File: src/rtl/fifo_pack_pkg.sv
// Shared constants and types for the FIFO read-side byte packer.
// Word geometry, counter width, FSM states and the keep-mask helper.
package fifo_pack_pkg;

    localparam int DATA_WIDTH     = 8;
    localparam int BYTES_PER_WORD = 4;
    localparam int WORD_WIDTH     = DATA_WIDTH * BYTES_PER_WORD;
    localparam int CNT_WIDTH      = 3;
    localparam int LANE_WIDTH     = $clog2(BYTES_PER_WORD);

    localparam logic [CNT_WIDTH-1:0] CNT_FULL = CNT_WIDTH'(BYTES_PER_WORD);

    typedef enum logic [1:0] {
        FILL,
        DRAIN,
        EMIT,
        DONE
    } pack_state_t;

    // (1 << n) - 1, built lane by lane so n == BYTES_PER_WORD gives all ones
    function automatic logic [BYTES_PER_WORD-1:0] keep_mask(
        input logic [CNT_WIDTH-1:0] n
    );
        logic [BYTES_PER_WORD-1:0] m;
        m = '0;
        for (int i = 0; i < BYTES_PER_WORD; i++) begin
            if (CNT_WIDTH'(i) < n) m[i] = 1'b1;
        end
        return m;
    endfunction

endpackage

File: src/rtl/pack_out_reg.sv
// One-entry output register for packed words.
// Loads when empty or draining; holds data/keep/last while stalled.
module pack_out_reg
    import fifo_pack_pkg::*;
(
    input  logic                      clk,
    input  logic                      rst,
    input  logic                      load,
    input  logic [WORD_WIDTH-1:0]     load_data,
    input  logic [BYTES_PER_WORD-1:0] load_keep,
    input  logic                      load_last,
    input  logic                      out_ready,
    output logic [WORD_WIDTH-1:0]     out_data,
    output logic [BYTES_PER_WORD-1:0] out_keep,
    output logic                      out_last,
    output logic                      out_valid,
    output logic                      can_load
);

    assign can_load = !out_valid || out_ready;

    always_ff @(posedge clk) begin
        if (rst) begin
            out_data  <= '0;
            out_keep  <= '0;
            out_last  <= 1'b0;
            out_valid <= 1'b0;
        end else if (load) begin
            out_data  <= load_data;
            out_keep  <= load_keep;
            out_last  <= load_last;
            out_valid <= 1'b1;
        end else if (out_valid && out_ready) begin
            out_valid <= 1'b0;
        end
    end

endmodule

File: src/rtl/fifo_read_packer.sv
// Pops bytes from cdc_fifo and packs them little-endian into words.
// A flush closes the current word with byte enables and a last marker.
module fifo_read_packer
    import fifo_pack_pkg::*;
(
    input  logic                      read_clk,
    input  logic                      read_rst,
    input  logic                      fifo_empty,
    output logic                      read_enable,
    input  logic [DATA_WIDTH-1:0]     read_data,
    input  logic                      flush,
    output logic                      flush_done,
    output logic [WORD_WIDTH-1:0]     out_data,
    output logic [BYTES_PER_WORD-1:0] out_keep,
    output logic                      out_last,
    output logic                      out_valid,
    input  logic                      out_ready,
    output logic                      busy
);

    pack_state_t state, state_nxt;

    logic [BYTES_PER_WORD-1:0][DATA_WIDTH-1:0] acc;
    logic [BYTES_PER_WORD-1:0][DATA_WIDTH-1:0] emit_data;
    logic [CNT_WIDTH-1:0]      cnt, cnt_base, inflight;
    logic [LANE_WIDTH-1:0]     cap_lane;
    logic [BYTES_PER_WORD-1:0] emit_keep;
    logic [WORD_WIDTH-1:0]     load_data;
    logic [BYTES_PER_WORD-1:0] load_keep;
    logic pending;
    logic can_load;
    logic word_move;
    logic emit_load;
    logic load;

    assign inflight = cnt + {{(CNT_WIDTH-1){1'b0}}, pending};

    assign read_enable = !read_rst && state == FILL &&
                         !fifo_empty && inflight < CNT_FULL;

    always_comb begin
        state_nxt  = state;
        word_move  = 1'b0;
        emit_load  = 1'b0;
        unique case (state)
            FILL: begin
                // a flush takes priority so a full word leaves via EMIT with last set
                if (flush) state_nxt = DRAIN;
                else if (cnt == CNT_FULL && can_load) word_move = 1'b1;
            end
            DRAIN: begin
                if (!pending) state_nxt = (cnt == '0) ? DONE : EMIT;
            end
            EMIT: begin
                if (can_load) begin
                    emit_load = 1'b1;
                    state_nxt = DONE;
                end
            end
            DONE: begin
                state_nxt = FILL;
            end
        endcase
    end

    assign flush_done = !read_rst && state == DONE;

    assign busy = !read_rst &&
                  !(state == FILL && cnt == '0 && !pending && !out_valid);

    assign load = word_move || emit_load;

    assign emit_keep = keep_mask(cnt);

    always_comb begin
        emit_data = '0;
        for (int i = 0; i < BYTES_PER_WORD; i++) begin
            if (emit_keep[i]) emit_data[i] = acc[i];
        end
    end

    assign load_data = word_move ? acc : emit_data;
    assign load_keep = word_move ? '1 : emit_keep;

    assign cnt_base = load ? '0 : cnt;
    assign cap_lane = cnt_base[LANE_WIDTH-1:0];

    always_ff @(posedge read_clk) begin
        if (read_rst) begin
            state   <= FILL;
            cnt     <= '0;
            pending <= 1'b0;
            acc     <= '0;
        end else begin
            state   <= state_nxt;
            pending <= read_enable;
            cnt     <= cnt_base + {{(CNT_WIDTH-1){1'b0}}, pending};
            if (pending) acc[cap_lane] <= read_data;
        end
    end

    pack_out_reg u_out (
        .clk       (read_clk),
        .rst       (read_rst),
        .load      (load),
        .load_data (load_data),
        .load_keep (load_keep),
        .load_last (emit_load),
        .out_ready (out_ready),
        .out_data  (out_data),
        .out_keep  (out_keep),
        .out_last  (out_last),
        .out_valid (out_valid),
        .can_load  (can_load)
    );

endmodule
File: config.mk
export PLATFORM = sky130hd
export DESIGN_NAME = fifo_read_packer
export DESIGN_NICKNAME = d
export VERILOG_FILES = /design/src/rtl/fifo_pack_pkg.sv /design/src/rtl/pack_out_reg.sv /design/src/rtl/fifo_read_packer.sv
export SDC_FILE = /design/constraint.sdc
export NUM_CORES = 1
export LEC_CHECK = 0
export ABC_AREA = 1
export CAP_MARGIN = 20
export CORE_MARGIN = 3
export CORE_UTILIZATION = 45
export CTS_CLUSTER_DIAMETER = 80
export CTS_CLUSTER_SIZE = 16
export DETAILED_ROUTE_END_ITERATION = 12
export DONT_BUFFER_PORTS = 1
export SLEW_MARGIN = 10
export SYNTH_ARGS = -nofsm -noshare
export SYNTH_HDL_FRONTEND = slang
export SYNTH_SLANG_ARGS = --single-unit
export TNS_END_PERCENT = 5
File: constraint.sdc
create_clock -name read_clk -period 3 [get_ports read_clk]
set_input_delay 0.6 -clock read_clk [delete_from_list [all_inputs] [get_ports read_clk]]
set_output_delay 0.6 -clock read_clk [all_outputs]
set_load 0.005 [all_outputs]
==> results of run 1 <==
==> layout make-up <==
class / instances / area, sq um
clock inverters: 2 / 12.51
well taps: 96 / 120.1
inverters: 60 / 225.2
repair buffers: 4 / 30.03
flip-flops and latches: 76 / 1521
multi-input cells: 319 / 1411
clock buffers: 12 / 145.1
fillers: 749 / 3516
==> Yosys cell counts, types with 4 or more instances <==
master / count
o21ai_0: 11
clkbuf_1: 11
buf_6: 7
nand3_1: 45
nand2_1: 105
inv_1: 57
nor2_1: 97
ha_1: 5
dfxtp_1: 76
buf_4: 4
a21oi_1: 43
==> power groups by stage <==
stage	sequential (mW)	clock [mW]	combinational, mW
final	1.12	0.665	0.466
after global routing	1.13	0.729	0.546
after CTS	1.12	0.688	0.473
after detailed placement	1.14	0	0.470
after global placement	1.14	0	0.463
after floorplan	1.13	0	0.412
==> cell families (layout without fill, tap and decap cells) <==
group	after synthesis	count (layout)	share of synthesized area (%)
AOI/OAI and AO/OA	57	57	8.725
adders and majority gates	5	5	1.880
buffers and inverters	86	78	11.85
DFF	76	76	45.73
and+or+nand+nor	257	257	31.82
==> state kept, by name (all words and copies together) (netlist names) <==
name	flops
acc	32
cnt	3
pending	1
state	2
u_out.out_data	32
u_out.out_keep	4
u_out.out_last	1
u_out.out_valid	1
==> layer usage <==
layer | wire (microns) | share of wire, % | GRT usage [%] | vias to the layer above
met5 | 0 | 0 | 0 | -
met4 | 90 | 1.2 | 6.436 | 0
met3 | 455 | 6.3 | 5.496 | 8
met2 | 3180 | 44 | 27.80 | 61
met1 | 3523 | 49 | 24.72 | 1215
li1 | - | - | - | 1454
==> metrics by stage <==
| step | power (mW) | instance area, sq um | setup WS [ns] | util [%] | hold slack, ns |
|---|---|---|---|---|---|
| 2_1_floorplan | 1.538 | 3327 | 1.097 | - | 0.4549 |
| 3_3_place_gp | 1.601 | 3308 | 0.8836 | 47.38 | 0.4628 |
| 3_5_place_dp | 1.610 | 3308 | 0.8639 | 47.38 | 0.4701 |
| 4_1_cts | 2.277 | 3466 | 0.6875 | 49.64 | 0.3009 |
| 5_1_grt | 2.401 | 3466 | 0.5928 | 49.64 | 0.2953 |
| 6_report | 2.246 | 3466 | 0.6903 | 49.64 | 0.3187 |
==> critical path: stages, from the launching register on <==
cell and delay (ns):
dfxtp_1 0.75, nor2_1 0.34, a21oi_1 0.28
==> path summary, 6_finish.rpt <==
kind                               start  depth (start not counted)  slack [ns]                         endpoint
min                             read_rst                          1        0.32  u_out.out_data[22]$_SDFFE_PP0P_
max                    cnt[2]$_SDFF_PP0_                          2        0.69                             busy
max reg2reg        state[0]$_SDFFE_PP0P_                         10        0.88                cnt[2]$_SDFF_PP0_
min reg2reg  u_out.out_last$_SDFFE_PP0P_                          2        0.48      u_out.out_last$_SDFFE_PP0P_
==> impl_metrics.csv, run 1 <==
group,metric,value,unit
run_status,outcome,"complete, no violations",
floorplanning,row_count,30,
clock_network,hold_buffers,0,
clock_network,cts_resized,0,
placement,dp.cells,555,
global_route,grt_max_degree,43,
critical_path,required,2.40,ns
sta,fmax,433.0,MHz
floorplanning,die_w,91.99,microns
sta,setup_tns,0,ns
synthesis,yosys_most_used_dff,"dfxtp_1",
clock_network,path_clk_slew,0.07,ns
pwr,p_per_area,648.1,nW/um^2
critical_path,crit_type,"flip-flop to output pin",
sta,maxSlewViolCount,0,
synthesis,synth_top_area_share,45.73,%
layout,n_antenna_cell,0,
placement,place.gp.congestion,0.8556,
placement,dp_hpwl,4921,microns
global_route,grt.overflow.total,0,
synthesis,syn_inst,481,
floorplanning,start_util,47.65,%
sta,hold_viol_final,0,
detailed_routing,dr.first_iter.drc_count,145,
layout,final_cell_mix,"nand2_1, nor2_1, dfxtp_1",
layout,area_delta_synth_final,4.174,%
critical_path,arrival,1.71,ns
pwr,p_seq_share,49.7,%
global_route,antenna_found_initial,0,
sta,setup_viol,0,
layout,drive_gt1_share,5.497,%
synthesis,syn_avg_cell_area,6.917,sq um
pwr,ir_drop,313.2,uV
job,max_cap_violations,0,
clock_network,cts-root-buf,"clkbuf_8",
layout,nNetsFinal,488,
detailed_routing,drc,0,
floorplanning,num_io_pins,54,
clock_network,cts_sinks,76,
detailed_routing,wl,7249,microns
pwr,netSwitchingFraction,32.77,%
synthesis,yosys_warnings,0,
sta,rsz0062_at_grt,"false",
detailed_routing,num_vias,2738,
synthesis,synth-seq-area-share,45.73,%
floorplanning,core,6982,sq um
global_route,grt_pass1_wl,12420,microns
floorplanning,die_area,8461,sq um
pwr,power_switching,0.7361,mW
critical_path,endpoint_kind,"output pin",
clock_network,clockBufferDepth,2,
pwr,power.share.clock,29.6,%
synthesis,synth_area,3327,sq um
layout,final_cells,569,
synthesis,synthArstFlopShare,0,%
pwr,leakagePower,1.365,nW
synthesis,synth_seq_cells,76,
clock_network,htree_num_levels,3,
pwr,power_frac_comb,20.7,%
detailed_routing,post_drt_via_cell_ratio,4.812,
sta,slew_headroom,50.69,%
min_path,hold_path_class,"input pin to flip-flop",
synthesis,synth_top_cell_by_area,"dfxtp_1",
clock_network,cts_tree,"yes",
synthesis,syn_nets,499,
sta,fin_crit_sh,76.99,%
detailed_routing,ant_nets,0,
floorplanning,die_h,91.99,microns
global_route,gr-usage-all-layers,18.31,%
sta,skew,0.004889,ns
pwr,p_int,1.510,mW
detailed_routing,firstDrtPassIters,4,
sta,fin_crit,2.310,ns
critical_path,crit_fanout,17,
synthesis,netlist_top_cells_area,"dfxtp_1, nand2_1, nor2_1",
clock_network,cts_buffers,9,
clock_network,insertion_delay,0.34,ns
synthesis,synth_cell_types,21,
global_route,grt_pass1_vias,2489,
layout,layout_commonest_cell,"nand2_1",
detailed_routing,wl_per_cell,12.74,microns
sta,worst_slew_pin_slew,0.7397,ns
placement,io_buffers,0,
critical_path,startpoint_type,"flip-flop",
synthesis,synth-edff-count,0,
clock_network,cts_setup_buffers,0,
No activity file was read; power rests on OpenSTA's default activity.
==> inputs of run 2 (changes only) <==
- ABC_AREA: 1 -> 0
- clock period: 3 -> 2.28 ns (I/O delays scaled with it)
==> impl_metrics.csv, run 2 <==
group,metric,value,unit
run_status,outcome,"complete, no violations",
placement,post-place-ws,0.3282,ns
min_path,hold_path_class,"input pin to flip-flop",
synthesis,synth_common_cells,"dfxtp_1, nand2b_1, nor2_1",
layout,n_antenna_cell,0,
detailed_routing,ant_nets,0,
pwr,power.share.clock,31.8,%
floorplanning,die_w,90.22,microns
floorplanning,die_h,90.22,microns
detailed_routing,num_vias,2255,
pwr,netSwitchingFraction,31.76,%
synthesis,synth_cell_types,37,
pwr,power_switching,0.9427,mW
synthesis,yosysMostFrequentCell,"dfxtp_1",
synthesis,syn_nets,334,
critical_path,path_buf_inv,0,
detailed_routing,wl,6995,microns
sta,setup_tns,0,ns
synthesis,syn_inst,316,
synthesis,yosys_warnings,0,
synthesis,synth_seq_cells,76,
synthesis,yosys_most_used_dff,"dfxtp_1",
sta,slew_headroom,55.65,%
floorplanning,row_count,30,
synthesis,synthArstFlopShare,0,%
layout,layout_commonest_cell,"dfxtp_1",
detailed_routing,post_drt_via_cell_ratio,5.527,
critical_path,cpPeakStageDelay,0.59,ns
clock_network,path_clk_slew,0.08,ns
synthesis,synth_top_cell_by_area,"dfxtp_1",
sta,rsz0062_at_grt,"false",
global_route,grt_pass1_wl,11330,microns
clock_network,insertion_delay,0.35,ns
job,max_cap_violations,0,
synthesis,synthAdderAreaFrac,1.960,%
pwr,p_total,2.968,mW
placement,place.gp.congestion,0.7327,
floorplanning,die_area,8140,sq um
clock_network,cts-root-buf,"clkbuf_8",
sta,skew,0.004686,ns
sta,maxSlewViolCount,0,
layout,reg.largest.list,"acc: 32 flops, u_out.out_data: 32 flops, u_out.out_keep: 4 flops",
global_route,grt_pass1_vias,2157,
clock_network,hold_buffers,0,
layout,nNetsFinal,325,
pwr,p_int,2.025,mW
detailed_routing,dr.first_iter.drc_count,93,
global_route,gr-usage-all-layers,17.64,%
placement,io_buffers,0,
detailed_routing,firstDrtPassIters,4,
clock_network,clockBufferDepth,2,
critical_path,endpoint_kind,"output pin",
critical_path,startpoint_type,"flip-flop",
clock_network,cts_resized,0,
critical_path,arrival,1.62,ns
layout,area_delta_synth_final,7.291,%
layout,final_cells,408,
sta,fin_crit,2.075,ns
pwr,leakagePower,1.133,nW
synthesis,synth-seq-area-share,47.67,%
critical_path,crit_type,"flip-flop to output pin",
detailed_routing,drc,0,
clock_network,cts_buffers,9,
sta,hold_viol_final,0,
critical_path,cp_top_family,"flip-flops",
sta,setup_viol,0,
clock_network,cts_tree,"yes",
synthesis,synth_top_family_by_area,"simple AND/OR/NAND/NOR gates",
sta,worst_slack,0.2055,ns
clock_network,cts_setup_buffers,0,
global_route,grt_max_degree,93,
floorplanning,num_io_pins,54,
clock_network,cts_sinks,76,
synthesis,synth_compound_area_share,15.99,%
critical_path,slowest_stage,"dfxtp_1",
critical_path,crit_fanout,10,
synthesis,syn_avg_cell_area,10.10,sq um
layout,final_cell_mix,"dfxtp_1, nand2b_1, nor2_1, nor4b_1, mux2i_1",
critical_path,required,1.82,ns
placement,dp_hpwl,4575,microns
floorplanning,core,6832,sq um
sta,fin_crit_sh,90.99,%
synthesis,synthSimpleGateAreaFrac,20.78,%
sta,fmax,482.0,MHz
detailed_routing,wl_per_cell,17.14,microns
clock_network,htree_num_levels,3,
pwr,p_per_area,866.7,nW/um^2
sta,worst_slew_pin_slew,0.6638,ns
layout,fillCellCount,683,
global_route,grt.overflow.total,0,
pwr,p_seq_share,49.3,%
floorplanning,start_util,46.72,%
synthesis,synth.area.mux_share,7.840,%
layout,drive_gt1_share,15.38,%
synthesis,synth_area,3192,sq um
pwr,ir_drop,413.0,uV
synthesis,synth-edff-count,0,
critical_path,crit_chain,"nand3_1 > xnor2_1 > nor4b_1",
synthesis,synth_xor_xnor_area_share,0.5488,%
synthesis,synth_top_area_share,47.67,%
pwr,power_frac_comb,18.9,%
placement,dp.cells,392,
synthesis,netlist_top_cells_area,"dfxtp_1, mux2i_1, nor4b_1",
global_route,antenna_found_initial,0,
## run 2: cell types whose count changed after synthesis, moves of 25 or more
cell,change
mux2i_1,+25
nor2_1,-70
nand2_1,-102
nand3_1,-43
nor4b_1,+26
nand2b_1,+27
a21oi_1,-36
inv_1,-52
## run 2: area by class of cell
| cell class | instances | area (sq um) | share of cell area (%) |
|---|---|---|---|
| tap | 96 | 120.1 | 3.507 |
| clock inverter | 6 | 47.55 | 1.388 |
| clock buffer | 10 | 137.6 | 4.019 |
| multi-input combinational | 207 | 1506 | 43.99 |
| sequential | 76 | 1521 | 44.43 |
| timing repair buffer | 8 | 72.57 | 2.119 |
| inverter | 5 | 18.77 | 0.5480 |
## run 2: power groups by stage
stage	clock [mW]	combinational [mW]	sequential [mW]
5_1_grt	1.04	0.625	1.48
6_report	0.944	0.560	1.46
3_3_place_gp	0	0.551	1.50
4_1_cts	0.983	0.562	1.47
2_1_floorplan	0	0.451	1.47
3_5_place_dp	0	0.561	1.50
## run 2: stage by stage
stage          util [%]  hold WS [ns]  cell area (sq um)
2_1_floorplan         -        0.4492               3192
3_3_place_gp      47.42        0.4622               3239
3_5_place_dp      47.42        0.4631               3239
4_1_cts           50.13        0.1596               3425
5_1_grt           50.13        0.1534               3425
6_report          50.13        0.1783               3425
## run 2: final timing paths
kind / depth (start not counted) / end / slack [ns] / from
setup / recovery: 3 / read_enable / 0.21 / cnt[1]$_SDFF_PP0_
hold / removal: 1 / pending$_SDFF_PP0_ / 0.18 / fifo_empty
setup reg to reg: 7 / u_out.out_data[1]$_SDFFE_PP0P_ / 0.34 / state[0]$_SDFFE_PP0P_
hold reg to reg: 2 / acc[0]$_SDFFE_PP0P_ / 0.48 / acc[0]$_SDFFE_PP0P_
## run 2: cells by family (layout without fill, tap and decap cells)
kind of cell               count (synthesis)  count (layout)
AOI/OAI and AO/OA                         69              69
xor gates and xnor gates                   2               2
adders and majority gates                  5               5
buffers and inverters                     33              29
DFF                                       76              76
muxes                                     25              25
and+or+nand+nor                          106             106
## run 2: metal layers
layer  wire length (microns)  part of all wire, %  GRT usage [%]  vias up
li1                        -                    -              -     1119
met1                    3226                   46          22.83     1079
met2                    3215                   46          26.88       50
met3                     470                  6.7          6.611        7
met4                      82                  1.2          6.505        0
met5                       0                    0              0        -
